===== config.mk =====
export PLATFORM = sky130hd
export DESIGN_NAME = vedic_mul_arbiter
export DESIGN_NICKNAME = d
export VERILOG_FILES = /design/src/rtl/vedic_mul_arbiter.sv
export SDC_FILE = /design/constraint.sdc
export NUM_CORES = 2
export LEC_CHECK = 0
export BUFFER_PORTS_ARGS = -buffer_cell sky130_fd_sc_hd__buf_2
export CAP_MARGIN = 20
export CORE_MARGIN = 5
export CORE_UTILIZATION = 35
export CTS_BUF_LIST = sky130_fd_sc_hd__clkbuf_8
export CTS_CLUSTER_DIAMETER = 150
export DETAILED_ROUTE_END_ITERATION = 10
export GPL_ROUTABILITY_DRIVEN = 0
export PLACE_DENSITY = 0.59
export SYNTH_ARGS = -nofsm -noshare
export SYNTH_HDL_FRONTEND = slang
export SYNTH_SLANG_ARGS = --single-unit

===== constraint.sdc =====
create_clock -name clk -period 6.95 [get_ports clk]
set_input_delay 1.0425 -clock clk [delete_from_list [all_inputs] [get_ports clk]]
set_output_delay 1.0425 -clock clk [all_outputs]
set_load 0.02 [all_outputs]

===== src/rtl/vedic_mul_arbiter.sv =====
// vedic_mul_arbiter: shares one pipelined 32x32 multiplier among N_REQ requesters.
//   Round-robin combinational grant, registered issue stage, {vld,id} tag
//   pipeline aligned to the multiplier depth, tagged broadcast of products.
// Ports:
//   clk, rst              clock, synchronous active-high reset
//   req_valid/req_ready   per-requester handshake (req_ready is one-hot)
//   req_a/req_b           operand pairs, requester i at [32*i +: 32]
//   rsp_valid/rsp_id/rsp_p  product pulse, requester id, 64-bit product
//   busy                  any op in flight
// Optional: define MUL_ARB_PERF_CNT_EN to add perf_issue / perf_stall counters.

// simple_vedic_32bit: 32x32 unsigned multiplier, fixed LATENCY (>= 2), no stall.
//   Stage 1 forms four 16x16 partial products, stage 2 combines them, the
//   remaining stages only delay the result.
module simple_vedic_32bit #(
  parameter int unsigned LATENCY = 5
) (
  input  logic        clk,
  input  logic [31:0] a,
  input  logic [31:0] b,
  output logic [63:0] s
);

  logic [31:0] pp_ll, pp_lh, pp_hl, pp_hh;
  logic [32:0] cross_c;
  logic [63:0] sum_c;
  logic [63:0] s_pipe [LATENCY-1];

  // Vertical/crosswise partial products
  always_ff @(posedge clk) begin
    pp_ll <= 32'(a[15:0])  * 32'(b[15:0]);
    pp_lh <= 32'(a[15:0])  * 32'(b[31:16]);
    pp_hl <= 32'(a[31:16]) * 32'(b[15:0]);
    pp_hh <= 32'(a[31:16]) * 32'(b[31:16]);
  end

  always_comb begin
    cross_c = 33'(pp_lh) + 33'(pp_hl);
    sum_c   = {pp_hh, pp_ll} + (64'(cross_c) << 16);
  end

  // Combine stage followed by pure delay stages
  always_ff @(posedge clk) begin
    s_pipe[0] <= sum_c;
    for (int i = 1; i < int'(LATENCY) - 1; i++) begin
      s_pipe[i] <= s_pipe[i-1];
    end
  end

  assign s = s_pipe[LATENCY-2];

endmodule

module vedic_mul_arbiter #(
  parameter int unsigned N_REQ       = 4,
  parameter int unsigned ID_W        = 2,
  parameter int unsigned MUL_LATENCY = 5
) (
  input  logic                  clk,
  input  logic                  rst,
  input  logic [N_REQ-1:0]      req_valid,
  output logic [N_REQ-1:0]      req_ready,
  input  logic [N_REQ*32-1:0]   req_a,
  input  logic [N_REQ*32-1:0]   req_b,
  output logic                  rsp_valid,
  output logic [ID_W-1:0]       rsp_id,
  output logic [63:0]           rsp_p,
  output logic                  busy
`ifdef MUL_ARB_PERF_CNT_EN
  ,
  output logic [31:0]           perf_issue,
  output logic [31:0]           perf_stall
`endif
);

  localparam int unsigned OP_W = 32;

  logic [ID_W-1:0]  rr_ptr, rr_ptr_nxt;
  logic [N_REQ-1:0] lower_mask, high_req, pick, onehot;
  logic             hs;
  logic [ID_W-1:0]  gid;
  logic [OP_W-1:0]  grant_a, grant_b;
  logic [OP_W-1:0]  op_a, op_b;
  logic [63:0]      mul_s;

  logic [MUL_LATENCY:0]           tag_vld;
  logic [MUL_LATENCY:0][ID_W-1:0] tag_id;

  logic [N_REQ:0][ID_W-1:0] id_chain;
  logic [N_REQ:0][OP_W-1:0] a_chain, b_chain;

  // Round-robin pick: requests at or above rr_ptr first, else wrap to the lowest
  always_comb begin
    lower_mask = (N_REQ'(1) << rr_ptr) - N_REQ'(1);
    high_req   = req_valid & ~lower_mask;
    pick       = (|high_req) ? high_req : req_valid;
    onehot     = pick & (~pick + N_REQ'(1));
    req_ready  = rst ? '0 : onehot;
    hs         = |req_ready;
  end

  // AND-OR mux of the granted id and operands
  assign id_chain[0] = '0;
  assign a_chain[0]  = '0;
  assign b_chain[0]  = '0;
  for (genvar g = 0; g < int'(N_REQ); g++) begin : g_mux
    assign id_chain[g+1] = id_chain[g] | (onehot[g] ? ID_W'(g) : '0);
    assign a_chain[g+1]  = a_chain[g]  | (onehot[g] ? req_a[OP_W*g +: OP_W] : '0);
    assign b_chain[g+1]  = b_chain[g]  | (onehot[g] ? req_b[OP_W*g +: OP_W] : '0);
  end
  assign gid     = id_chain[N_REQ];
  assign grant_a = a_chain[N_REQ];
  assign grant_b = b_chain[N_REQ];

  // Pointer advances past the winner; holds when idle
  always_comb begin
    rr_ptr_nxt = rr_ptr;
    if (hs) begin
      rr_ptr_nxt = (32'(gid) + 32'd1 == N_REQ) ? '0 : gid + ID_W'(1);
    end
  end

  // Issue register zeroes the operands on idle cycles
  always_ff @(posedge clk) begin
    if (rst) begin
      rr_ptr <= '0;
      op_a   <= '0;
      op_b   <= '0;
    end else begin
      rr_ptr <= rr_ptr_nxt;
      op_a   <= hs ? grant_a : '0;
      op_b   <= hs ? grant_b : '0;
    end
  end

  // Tag pipeline: stage 0 is the issue stage, last stage lines up with mul_s
  always_ff @(posedge clk) begin
    if (rst) begin
      tag_vld <= '0;
      tag_id  <= '0;
    end else begin
      tag_vld <= {tag_vld[MUL_LATENCY-1:0], hs};
      tag_id  <= {tag_id[MUL_LATENCY-1:0], gid};
    end
  end

  simple_vedic_32bit #(
    .LATENCY (MUL_LATENCY)
  ) u_mul (
    .clk (clk),
    .a   (op_a),
    .b   (op_b),
    .s   (mul_s)
  );

  // Gated by rst so nothing is broadcast while reset is asserted
  assign rsp_valid = tag_vld[MUL_LATENCY] & ~rst;
  assign rsp_id    = tag_id[MUL_LATENCY];
  assign rsp_p     = mul_s;
  assign busy      = |tag_vld;

`ifdef MUL_ARB_PERF_CNT_EN
  // Stall = at least two requesters competing in the same cycle
  always_ff @(posedge clk) begin
    if (rst) begin
      perf_issue <= '0;
      perf_stall <= '0;
    end else begin
      if (hs) perf_issue <= perf_issue + 32'd1;
      if ((req_valid & (req_valid - N_REQ'(1))) != '0) perf_stall <= perf_stall + 32'd1;
    end
  end
`endif

endmodule


Yosys cells after proc, flatten, opt, wreduce, memory -nomap -nowiden
Memory sizes are Yosys's and may differ from the RTL's.
Cells that the tools add are included.
- memories kept: 1
- logic and storage cells: 60
- latch bits: 0
- bits in read-only memories: 0
- bits in registers: 212
- memory bits (writable): 256
- bits of input ports: 262
- muxes and demuxes: 14
- equal/unequal tests: 1
- magnitude comparators: 0
- shifts and indexed selects: 1
- add/subtract/negate cells: 6
- divide/modulo/power cells: 0
- reduce and logical (&&, ||, !) cells: 4
- bitwise operators: 15
- multiply operators: 4
- memories (memory ; words ; bits a word ; read ports ; clocked after memory_dff ; wr ports ; line ; source):
    u_mul.s_pipe ; 4 ; 64 ; 4 ; 0 ; 4 ; 27 ; logic [63:0] s_pipe [LATENCY-1];
- operators by type and width (kind ; number):
    32-bit two-way mux ; 8
    32-bit OR ; 6
    16-bit by 16-bit multiplier with 32-bit output ; 4
    64-bit by 49-bit adder with 64-bit output ; 1
    32-bit by 32-bit adder with 33-bit output ; 1
    4-bit AND ; 2
    4-bit two-way mux ; 2
    4-bit inverter ; 2
    4-bit OR reduction ; 2
    2-bit two-way mux ; 3
    6-bit OR reduction ; 1
    4-bit by 1-bit adder with 4-bit output (second input constant) ; 1
    1-bit by 2-bit << shifter with 4-bit output (first input constant) ; 1
    4-bit by 2-bit subtractor with 4-bit output (second input constant) ; 1
    2-bit by 1-bit adder with 3-bit output (second input constant) ; 1
    3-bit equality test (second input constant) ; 1
    2-bit by 1-bit adder with 2-bit output (second input constant) ; 1
    1-bit inverter ; 2
    1-bit by 2-bit OR with 2-bit output ; 1
    2-bit OR ; 1
    2-bit OR reduction ; 1
    1-bit AND ; 1
    1-bit two-way mux ; 1

Longest topological paths before layout
- word-level depth: 15
- depth in mapped cells: 24

Cells and area by module
From an unflattened synthesis, not the netlist that was laid out.
- cells, all modules: 5149
- area total of the unflattened synthesis: 48437.7 um^2
- modules (own cells, without submodules) (module ; area each (um^2) ; times used ; cells an instance):
    simple_vedic_32bit ; 44915.6 ; 1 ; 4779
    vedic_mul_arbiter ; 3522.1 ; 1 ; 370

Worst setup path before layout
No wires, ideal clock.
- path kind: reg2reg
- start: reg op_a[7]
- end: reg u_mul.pp_ll[29]
- slack: 0.797 ns
- clock period less this slack: 6.153 ns
- data arrival time: 6.081 ns
- library setup time: 0.072 ns
- path buffers: 1
- cell stages (with the launch flop): 24
- path through: dfxtp_1 > clkbuf_1 > nand2_1 > fa_1 > inv_1 > fa_1 > inv_1 > fa_1 > inv_1 > fa_1 > fa_1 > inv_1 > fa_1 > inv_1 > ha_1 > a21o_1 > or4_1 > a31oi_1 > o21ai_1 > a221o_2 > a311oi_4 > o21bai_2 > a21oi_2 > xnor2_1
- longest elaborated chain between the ends: 1
- RTL lines (element ; line ; source):
    start, declared ; 83 ; logic [OP_W-1:0] op_a, op_b;
    start signal, assigned ; 131 ; op_a <= hs ? grant_a : '0;
    16-bit by 16-bit multiplier with 32-bit output ; 31 ; pp_ll <= 32'(a[15:0]) * 32'(b[15:0]);
    end signal, assigned ; 31 ;
    end, declared ; 24 ; logic [31:0] pp_ll, pp_lh, pp_hl, pp_hh;
Every way passes these cells.
A chain may end at the register's enable or synchronous reset.

Worst setup path after layout
- start: reg op_a[30]
- end: reg u_mul.pp_hl[28]
- longest elaborated chain between the ends: 1
- RTL lines (element ; line ; source):
    16-bit by 16-bit multiplier with 32-bit output ; 33 ; pp_hl <= 32'(a[31:16]) * 32'(b[15:0]);
    end signal, assigned ; 33 ;
    end, declared ; 24 ;
Every way passes these cells.

==> summary.md <==
| Metric | Value |
|---|---|
| Switch share | `0.423` |
| Full die area | `146,000 µm²` |
| Skew-Pair Late Insertion Delay | `0.79 ns` |
| Switching Power | `5.79 mW` |
| Result of the run | `finished clean` |
| Leading cell type in the layout, fill and taps excluded | `inv_1` |
| Part of the total power dissipated in combinational logic | `0.486` |
| Share of the synthesized area in the top cell type | `0.322` |
| CTS tree | `done` |
| Num ports | `334` |
| Number of hold-slack violations in the final timing report | `0` |
| Share of the core filled with cells in the final layout | `0.397` |
| Number of max-slew violations in the final report | `0` |
| Number of global-route vias before repair | `38,900` |
| Share of total power in sequential cells | `0.301` |
| DR vias/cell | `4.92` |
| Total cell area at the placement stage | `52,600 µm²` |
| DIE HEIGHT | `382 µm` |
| Fraction of layout cells with a size suffix above 1 | `0.120` |
| Maximum clock path buffer count | `3` |
| Total negative slack for setup checks | `0 ns` |
| Synthesized-area fraction occupied by adder cells | `0.447` |
| Number of buffers inserted to repair setup after CTS | `0` |
| Crit-path max FO | `12` |
| Net count reported at finish | `7,045` |
| Width of the die | `382 µm` |
| Nature of the critical path endpoint | `flip-flop` |
| Critical path startpoint category | `flip-flop` |
| Number of synthesized flops with an enable pin | `0` |
| Mux share of post-synthesis cell area | `0` |
| Initial Util | `0.352` |
| Post-Layout Inst Area | `54,600 µm²` |
| Required time of the critical path | `7.62 ns` |
| Average wire length per cell after detail routing | `18.0 µm` |
| Master cell of the clock root buffer | `clkbuf_8` |
| Static leakage power | `27.8 nW` |
| Share of synthesized cell area in and, or, nand and nor gates | `0.151` |
| Instance count of the mapped netlist | `5,209` |
| Compound-Gate Fraction of Synth Area | `0.0843` |
| Worst min-delay path class | `reg -> reg` |
| Clock Skews | `0.0573 ns` |
| CTS buffer count | `86` |
| Number of H-tree levels | `3` |
| # clock sinks | `468` |
| Synthesized net count | `6,730` |
| Synthesized flop and latch total | `468` |
| Maximum number of pins on one net before global-route repair | `67` |
| Ys async rst share | `0` |
| DRC marker count from the first detailed-route iteration | `2,002` |
| Critical path cell sequence | `nand2_1, fa_1, fa_1, inv_1, fa_1, fa_1, fa_1, inv_1, fa_1, inv_1, ha_1, o21ai_0, a21oi_1, o21ai_0, a21oi_1, o221ai_1, o211a_1, o31ai_1, a21oi_1, xnor2_1, buf_4` |
| Via count | `36,300` |
| Number of library cell types mapped by synthesis | `75` |
| Largest vdd supply drop | `154 µV` |
| Leading cell types in the layout, fill and taps excluded | `inv_1, fa_1, nand2_1` |
| Slowest stage cell, crit path | `dfxtp_1` |
| Main combinational cell family by area after synthesis | `adder cells` |
| Gr ovfl total | `0` |
| Clock-pin slew reported for the worst setup and hold paths after clock tree synthesis | `0.07 ns` |
| ANT nets after route | `0` |
| Max-cap viol count | `0` |
| Xor/xnor share of the synthesized area | `0.0321` |
| Total Wirelength | `133 mm` |
| Synth top area cells | `fa_1, dfxtp_1, ha_1` |
| HPWL after DPL | `107 mm` |
| Final cycle utilization of the critical path | `0.943` |
| Number of placement rows | `136` |
| Synth area leader | `fa_1` |
| Synth Warn # | `0` |
| Global-route wire length before repair | `213 mm` |
| Count of hold buffers inserted by post-cts repair | `0` |
| Sequential cell area fraction in the yosys report | `0.194` |
| Post-detailed-route DRC marker count | `0` |
| Area of the placeable core | `137,000 µm²` |
| Maximum operating frequency | `0.153 GHz` |
| Power Dens Cells | `251 nW/µm²` |
| Top_reg_cell synth | `dfxtp_1` |
| Relative contribution of the clock network to total power | `0.213` |
| Netlist area before placement | `48,300 µm²` |
| Critical path data arrival time | `7.23 ns` |
| RSZ-0062 raised after global routing | `no` |
| Overall fraction of global-route tracks in use | `0.185` |
| Number of search-and-repair iterations in the first detailed-routing pass | `6` |
| I/O Buffers | `333` |
| Post-synthesis area per instance | `9.28 µm²` |
| Initial antenna violation count | `10` |
| Time the final worst path needs with I/O delays and setup | `6.56 ns` |
| Slew of the pin with the lowest slew margin | `1.11 ns` |
| Delay of the slowest cell on the worst path | `0.82 ns` |
| Crit Path Category | `reg -> reg` |
| Design internal power | `7.91 mW` |
| Final count of negative-setup-slack endpoints | `0` |
| Design Power | `13.7 mW` |
| Max-slew headroom at the worst pin | `0.260` |
| Area Growth Syn to Fin | `12.9%` |
| CP most frequent cell | `fa_1` |
| Fill count | `13,600` |
logic make-up after synthesis:
group,after synthesis
compound gates,617
simple gates,1512
xor+xnor,177
fa+ha+maj,1259
flops,468
buf+inv,1176
critical path, delay by kind of cell (launching register included):
family,cells,cell delay (ns)
AO/OA/AOI/OAI,8,1.54
XOR/XNOR,1,0.13
adder cells (fa/ha/maj),7,3.49
buffers and inverters,4,0.30
flip-flops,1,0.82
AND/OR/NAND/NOR,1,0.19
power groups by stage:
stage | combinational [mW] | clock [mW] | sequential [mW]
floorplan | 4.46 | 0 | 4.11
global placement | 6.58 | 0 | 4.19
detailed placement | 6.64 | 0 | 4.20
CTS | 6.69 | 3.09 | 4.14
global route | 7.48 | 3.19 | 4.23
finish | 6.65 | 2.92 | 4.12
synth_stat cells (8+ instances only):
master / n
a211oi_1: 12
a21o_1: 91
a21oi_1: 162
a22oi_1: 65
a31oi_1: 81
and2_1: 473
and3_1: 23
buf_1: 8
clkbuf_1: 243
dfxtp_1: 468
fa_1: 778
ha_1: 481
inv_1: 922
nand2_1: 701
nand2b_1: 15
nand3_1: 96
nand4_1: 22
nor2_1: 104
nor2b_1: 30
nor3_1: 22
o211ai_1: 9
o21a_1: 27
o21ai_0: 63
o21ai_1: 8
o21bai_1: 19
o31ai_1: 13
or2_2: 10
xnor2_1: 121
xor2_1: 56
path summary, 6_finish.rpt:
kind / startpoint / end / slack (ns) / depth (start not counted)
worst max register to register: op_a[30]$_SDFF_PP0_ / u_mul.pp_hl[28]$_DFF_P_ / 0.39 / 21
worst min-delay path: u_mul.s_pipe[2][3]$_DFF_P_ / u_mul.s_pipe[3][3]$_DFF_P_ / 0.32 / 0
worst max-delay path: op_a[30]$_SDFF_PP0_ / u_mul.pp_hl[28]$_DFF_P_ / 0.39 / 21
worst min register to register: u_mul.s_pipe[2][3]$_DFF_P_ / u_mul.s_pipe[3][3]$_DFF_P_ / 0.32 / 0
what timing repair did:
action	in CTS	in global routing
endpoints found under the hold margin	0	0
setup endpoints to repair	0	9
gates resized for setup	0	14
sequential cells by signal, summed over array words and instances, names as in the netlist:
register	cells
u_mul.s_pipe	256
tag_id	10
u_mul.pp_hl	32
op_b	32
rsp_id	2
op_a	32
tag_vld	6
u_mul.pp_hh	32
u_mul.pp_lh	32
u_mul.pp_ll	32
rr_ptr	2
layout make-up:
cell class,count,area (µm²),area share
Inverter,922,3460,0.0634
Timing Repair Buffer,481,2980,0.0546
Sequential cell,468,9380,0.172
Antenna cell,6,15.0,0.000275
Clock buffer,107,1470,0.0270
Tap cell,1794,2240,0.0411
Multi-Input combinational cell,3565,34600,0.633
Clock inverter,49,457,0.00837
layer usage:
layer / share of wire / vias to the layer above / GRT usage / routed length (µm)
met5: 0.00018 / - / 0 / 24
met4: 0.028 / 4 / 0.0592 / 3720
met3: 0.072 / 228 / 0.0370 / 9610
met2: 0.47 / 1188 / 0.308 / 62000
met1: 0.43 / 18100 / 0.244 / 57700
li1: - / 16800 / - / -
per-stage QoR:
stage	worst slack [ns]	hold slack (ns)	std cells
global route	0.0248	0.322	7387
floorplan	0.797	0.310	5209
detailed placement	0.233	0.312	7230
CTS	0.207	0.315	7386
finish	0.394	0.317	7392
global placement	0.379	0.310	7230
Note: power is estimated with default switching activity, not from simulation.
